===== src/rtl/t_frame_sequencer.sv =====
// Sequences one FFT frame per frame_ready_in into the T datapath and steers T's results into ping-pong banks.
// Optional DRAIN watchdog is enabled with `define T_SEQ_WATCHDOG_EN.
module t_frame_sequencer #(
  parameter int BIT_WIDTH = 32,
  parameter int I         = 160,
  parameter int RD_LAT    = 2,
  parameter int WD_CYCLES = 64
) (
  input  logic                  clk_in,
  input  logic                  rst_in,
  input  logic                  frame_ready_in,
  output logic [$clog2(I)-1:0]  fft_rd_addr,
  input  logic [BIT_WIDTH-1:0]  fft_rd_data,
  output logic                  t_fft_valid,
  output logic [BIT_WIDTH-1:0]  t_fft_data,
  input  logic                  t_out_valid,
  input  logic [$clog2(I)-1:0]  t_out_addr,
  output logic                  wr_bank,
  output logic                  frame_done,
  output logic                  done_bank,
  output logic [1:0]            bank_full,
  input  logic [1:0]            bank_release,
  output logic [7:0]            drop_count,
  output logic                  busy,
  output logic                  error
);

  localparam int AW = $clog2(I);
  localparam logic [AW-1:0] LAST_ADDR = AW'(I - 1);

  localparam logic [1:0] IDLE  = 2'd0;
  localparam logic [1:0] READ  = 2'd1;
  localparam logic [1:0] GAP   = 2'd2;
  localparam logic [1:0] DRAIN = 2'd3;

  logic [1:0]        state;
  logic [AW-1:0]     rd_cnt;
  logic              pending;
  logic [RD_LAT-1:0] vld_pipe;
  logic              bank_free;
  logic              start;
  logic              complete;
  logic              timeout;

  // A release arriving this cycle already frees the target bank, so a queued frame starts next cycle.
  always_comb begin
    bank_free = !bank_full[wr_bank] || bank_release[wr_bank];
    start     = (state == IDLE) && (frame_ready_in || pending) && bank_free;
    complete  = (state == DRAIN) && t_out_valid && (t_out_addr == LAST_ADDR);
  end

`ifdef T_SEQ_WATCHDOG_EN
  localparam int WDW = (WD_CYCLES > 1) ? $clog2(WD_CYCLES) : 1;
  logic [WDW-1:0] wd_cnt;
  logic           error_q;

  assign timeout = (state == DRAIN) && !complete && (wd_cnt == WDW'(WD_CYCLES - 1));
  assign error   = error_q;

  always_ff @(posedge clk_in or negedge rst_in) begin
    if (!rst_in) begin
      wd_cnt  <= '0;
      error_q <= 1'b0;
    end else begin
      wd_cnt <= (state == DRAIN) ? wd_cnt + 1'b1 : '0;
      if (timeout) error_q <= 1'b1;
    end
  end
`else
  wire unused_wd = (WD_CYCLES == 0);
  assign timeout = 1'b0;
  assign error   = 1'b0;
`endif

  always_ff @(posedge clk_in or negedge rst_in) begin
    if (!rst_in) begin
      state  <= IDLE;
      rd_cnt <= '0;
    end else begin
      case (state)
        IDLE:  if (start) state <= READ;
        READ: begin
          if (rd_cnt == LAST_ADDR) begin
            state  <= GAP;
            rd_cnt <= '0;
          end else begin
            rd_cnt <= rd_cnt + 1'b1;
          end
        end
        GAP:   state <= DRAIN;
        DRAIN: if (complete || timeout) state <= IDLE;
        default: state <= IDLE;
      endcase
    end
  end

  // One frame may wait; a start that consumes the queued frame re-queues a simultaneous new one.
  always_ff @(posedge clk_in or negedge rst_in) begin
    if (!rst_in) begin
      pending    <= 1'b0;
      drop_count <= '0;
    end else begin
      if (start) begin
        pending <= pending && frame_ready_in;
      end else if (frame_ready_in) begin
        if (!pending)
          pending <= 1'b1;
        else if (drop_count != 8'hFF)
          drop_count <= drop_count + 8'd1;
      end
    end
  end

  always_ff @(posedge clk_in or negedge rst_in) begin
    if (!rst_in) begin
      bank_full  <= '0;
      wr_bank    <= 1'b0;
      frame_done <= 1'b0;
      done_bank  <= 1'b0;
    end else begin
      bank_full  <= (bank_full & ~bank_release) | (complete ? (2'b01 << wr_bank) : 2'b00);
      frame_done <= complete;
      if (complete) begin
        done_bank <= wr_bank;
        wr_bank   <= ~wr_bank;
      end
    end
  end

  // The valid flag follows the BRAM read latency so it lines up with the returning data.
  always_ff @(posedge clk_in or negedge rst_in) begin
    if (!rst_in) begin
      vld_pipe <= '0;
    end else begin
      vld_pipe[0] <= (state == READ);
      for (int i = 1; i < RD_LAT; i++) vld_pipe[i] <= vld_pipe[i-1];
    end
  end

  assign fft_rd_addr = rd_cnt;
  assign t_fft_valid = vld_pipe[RD_LAT-1];
  assign t_fft_data  = t_fft_valid ? fft_rd_data : '0;
  // GAP is part of the frame, so it reports busy as well.
  assign busy        = (state != IDLE);

endmodule


===== config.mk =====
export PLATFORM = sky130hd
export DESIGN_NAME = t_frame_sequencer
export DESIGN_NICKNAME = d
export VERILOG_FILES = /design/src/rtl/t_frame_sequencer.sv
export SDC_FILE = /design/constraint.sdc
export NUM_CORES = 1
export LEC_CHECK = 0
export CAP_MARGIN = 0
export CORE_ASPECT_RATIO = 0.5
export CORE_MARGIN = 1
export CORE_UTILIZATION = 32
export DETAILED_ROUTE_END_ITERATION = 12
export HOLD_SLACK_MARGIN = 0.05
export PLACE_DENSITY = 0.77
export SYNTH_ARGS = -nofsm -noshare
export SYNTH_HDL_FRONTEND = slang
export SYNTH_SLANG_ARGS = --single-unit

===== constraint.sdc =====
create_clock -name clk_in -period 1.7 [get_ports clk_in]
set_clock_uncertainty 0.1 [all_clocks]
set_input_delay 0.34 -clock clk_in [delete_from_list [all_inputs] [get_ports clk_in]]
set_output_delay 0.34 -clock clk_in [all_outputs]
set_load 0.02 [all_outputs]

[Word level (Yosys, flattened, before mapping)]
Cells that the tools add are included.
Word-level totals
  bits in registers: 26
  word-level logic and storage cells: 53
Operators by class
  add/sub/neg operators: 2
  $lt $le $gt $ge: 1
  equality and inequality tests: 9
  shift-type cells: 1
  mux-type cells: 13
  bitwise logic cells: 5
  reduce and logical (&&, ||, !) cells: 13
Operator list (count)
  32-bit two-way mux: 1
  8-bit by 1-bit adder with 8-bit output, second input constant: 2
  8-bit == test, second input constant: 2
  2-bit two-way mux: 4
  8-bit two-way mux: 1
  8-bit inequality test, second input constant: 1
  2-bit one-hot mux with 4 select lines: 1
  1-bit two-way mux: 6
  2-bit inequality test, second input constant: 3
  1-bit logical AND: 5
  2-bit == test, second input constant: 2
  4-bit AND reduction: 1
  2-bit nonzero test: 2
  3-bit AND reduction: 1
  2-bit AND: 1
  2-bit by 1-bit == test with 1-bit output, second input constant: 1
  2-bit logical NOT: 1
  1-bit logical OR: 2
  1-bit by 2-bit < comparator with 1-bit output, second input constant: 1
  1-bit inverter: 2
  2-bit inverter: 1
  2-bit OR: 1
  1-bit by 1-bit << shifter with 2-bit output, first input constant: 1
  1-bit logical NOT: 1

[Longest topological paths before layout]
  word-level depth: 7
  gate-level depth with buffers: 6
  mapped depth without buffers: 6

[Worst setup path after synthesis]
OpenSTA, ideal clock, no wires.
  path kind: register -> register
  start: reg wr_bank
  end: reg drop_count[1]
  library setup time: 0.128 ns
  data arrival time: 1.648 ns
  data required time: 1.472 ns
  slack: -0.175 ns
  stages on the path, launching flop included: 5
  buffers on the path: 0
  clock period less this slack: 1.875 ns
  path through: dfrtp_1 -> or3b_4 -> a31o_1 -> a21o_2 -> mux2_1
Between the ends
  longest elaborated chain between the ends: 7
  elaborated cells on any way between the ends: 9
  those cells by class: mux (4); bitwise (1); reduce/logical (4)
RTL lines
  start: declaration: line 18  | output logic wr_bank,
  start signal: assignment: line 125  | wr_bank <= ~wr_bank;
  1-bit two-way mux (implied by the code) (2 in series): line 47  | bank_free = !bank_full[wr_bank] || bank_release[wr_bank];
  1-bit logical NOT: line 47
  1-bit logical OR (*): line 47
  1-bit logical AND (*): line 48  | start = (state == IDLE) && (frame_ready_in || pending) && bank_free;
  1-bit inverter (no source line) (*)
  4-bit AND reduction (no source line) (*)
  end signal: assignment: line 109  | drop_count <= drop_count + 8'd1;
  end: declaration: line 23  | output logic [7:0] drop_count,
Every way passes the cells marked *; elsewhere a longest branch is shown, timed or not. The select of a mux whose other input is x is not followed.
A chain may end at the register's enable or synchronous reset.

[Worst setup path in the final report]
Ends and elaborated chain as after synthesis.

==> metrics.txt <==
DR vias=1567; fillers=381; Die Wd=98.5 microns; NetSw=0.000658 W; area delta synth->final=82.3%; critical path capture point type=register; CTS max path bufs=2; Die H=50.2 microns; Seq/Total Area, Yosys=0.437; peak supply drop=340 uV; first-pass GRT wire length=7.56 mm; DR pass1 iterations=8; Clock Latency Late Sink=0.27 ns; fraction of layout cells with a size suffix above 1=0.300; clock slew at reported path FFs=0.09 ns; hold path depth=2; Starting Density=0.337; LEAKAGE=1.28 nW; Yosys warning count=0; Yosys cell types=36; Tmin final=approximately 1.8 ns; 1st-iter DRT viols=67; pins over their slew limit=0; largest net degree at the start of global routing=34; DR vias/cell=4.75; sequential share of power=0.423; met2 wire len=2.42 mm; mean post-synth cell area=approximately 10 sq um; initial antenna violation count=0; DRC Markers=9; Sw Ratio=0.348; fin nets=326; DRT met1 WL=2.10 mm; Total Routing Usage GR=0.192; Comb power frac=0.391; Gate Count Post-Synth=between 100 and 150; routability cong.=0.818; die area=4950 sq um; Startpoint Class=register; port bufs=100; Max Cap Viol=0; Setup-failing EPs final=5; CP Class=register to register; Placed Cells=322; status=finished, violations left; internal power=0.00123 W; Non-Filler Instances=330; Remaining Overflow, GRT=0; Highest Signal Layer=met4; critical path required time=1.76 ns; highest clock rate=around 560 MHz; # diodes=0; CTS Hold Bufs=0; CP arrival=around 1.8 ns; overall power=around 0.0019 W; post-synthesis register bit count=26; Setup WS post-layout=-0.0833 ns; Post-DRT Antenna Nets=0; Root Driver=clkbuf_8; Register-to-Register Path Depth=4; post-route design area=roughly 2700 sq um; final hold violations=0; final HPWL from detailed placement=3.48 mm; core box area=4420 sq um; clock share of power=0.186; Synthesized Nets=201; Pwr per Cell Area=697 nW/um^2; row cnt=17; CTS H-tree depth=1; I/O pins=102; wirelength, routed=roughly 5 mm; vias in the first global route=1532; fin crit share=1.05; CTS buffer count=3; failing checks=DRC, setup timing; clock sinks=26; mapped cell area=between 1000 and 1500 sq um; met3 WL post-DR=350 microns; CTS tree=yes; DR WL/cell=14.8 microns; RSZ-0062 raised after global routing=true; Post-Place Cell Area=2720 sq um; worst-path fanout max=4; Hold WC Path Type=input port to register; pre-CTS setup slack=-0.484 ns
-- final cells by class --
| cell class | count | area [sq um] | share of cell area |
|---|---|---|---|
| multi-input combinational | 110 | 893 | 0.329 |
| sequential | 26 | 652 | 0.240 |
| timing repair buffer | 125 | 1020 | 0.377 |
| clock buffer | 4 | 45.0 | 0.0166 |
| tap | 57 | 71.3 | 0.0263 |
| inverter | 8 | 30.0 | 0.0111 |
-- synthesized netlist by cell type --
cell,number,share of area
mux2_1,3,0.023
a21oi_1,3,0.010
o211a_1,1,0.0067
a21o_2,1,0.0059
mux2_2,2,0.015
clkbuf_1,4,0.010
o21ai_0,3,0.010
nand3b_1,2,0.010
nand2_1,8,0.020
mux2i_1,3,0.020
and4_1,1,0.0059
and2_1,32,0.13
a31oi_1,2,0.0084
xnor2_1,4,0.024
dfrtp_1,26,0.44
nor4b_4,1,0.016
maj3_1,1,0.0067
nor2_1,5,0.013
ha_1,6,0.050
xor2_1,4,0.024
o22ai_1,1,0.0042
nand2b_1,1,0.0042
buf_4,1,0.0050
nor3_1,2,0.0067
conb_1,1,0.0025
nand3_1,4,0.013
a31o_2,1,0.0059
a21o_1,1,0.0050
and3_1,3,0.013
nand4b_1,3,0.018
inv_1,8,0.020
a31o_1,1,0.0059
o221ai_1,1,0.0059
or3b_4,1,0.0076
nand4_1,6,0.025
nor4_1,2,0.0084
-- stage by stage --
stage | hold slack, ns | TNS [ns] | util
after CTS | 0.289 | -0.430 | 0.638
after global routing | 0.174 | -0.764 | 0.613
after detailed placement | 0.268 | -12.58 | 0.614
after floorplan | -0.0556 | -0.309 | -
after global placement | 0.269 | -12.54 | 0.614
final | 0.180 | -0.192 | 0.613
-- registers in the layout, indices dropped and copies added, names as in the netlist --
register	cells
vld_pipe	2
drop_count	8
state	2
pending	1
fft_rd_addr	8
wr_bank	1
frame_done	1
bank_full	2
done_bank	1
-- timing repair --
action / 4_1_cts / 5_1_grt
cloned: 0 / 0
pin swaps: 5 / 8
setup buffers: 2 / 2
endpoints found under the setup margin: 60 / 46
resized for setup: 120 / 47
-- cells by family after synthesis --
| logic type | share of synthesized area |
|---|---|
| other cells | 0.00252 |
| buf+inv | 0.0353 |
| mux | 0.0580 |
| flops | 0.437 |
| simple gates | 0.295 |
| fa+ha+maj | 0.0571 |
| xor+xnor | 0.0471 |
| compound gates | 0.0681 |
-- critical path, stage by stage, from the launching register on --
cell and delay, ns:
dfrtp_2 0.42, or3b_4 0.41, a31o_4 0.26, a21o_4 0.19, mux2_4 0.29
-- layout by cell type (no fill, tap or decap), types with 4 or more instances in the layout --
cell	instances
nand3_1	4
buf_2	25
mux2_4	4
nand4_1	6
xor2_1	4
nor2_1	4
xnor2_1	4
clkdlybuf4s50_1	44
ha_1	4
nand2_1	8
dlygate4sd2_1	20
clkbuf_2	8
dfrtp_1	25
inv_1	8
buf_4	23
and2_1	32
-- power groups by stage --
stage	clock network, W	registers, W	logic (W)
floorplan	0	0.000906	0.000222
global placement	0	0.000806	0.000740
detailed placement	0	0.000812	0.000753
CTS	0.000363	0.000797	0.000737
global route	0.000398	0.000818	0.000787
finish	0.000351	0.000800	0.000740
-- final timing paths --
kind                                  to            start  slack, ns
max in group asynchronous        wr_bank           rst_in       0.90
max                        drop_count[1]          wr_bank      -0.08
max reg2reg                drop_count[1]          wr_bank      -0.08
min in group asynchronous   bank_full[1]           rst_in       0.34
min                         bank_full[1]  bank_release[1]       0.18
min reg2reg                  vld_pipe[1]      vld_pipe[0]       0.30
-- routing by layer --
layer  vias to the layer above  GRT usage
li1                        759          -
met1                       760      0.251
met3                         2     0.0404
met4                         0     0.0224
met2                        46      0.342
met5                         -          0
Note: power is estimated with default switching activity, not from simulation.
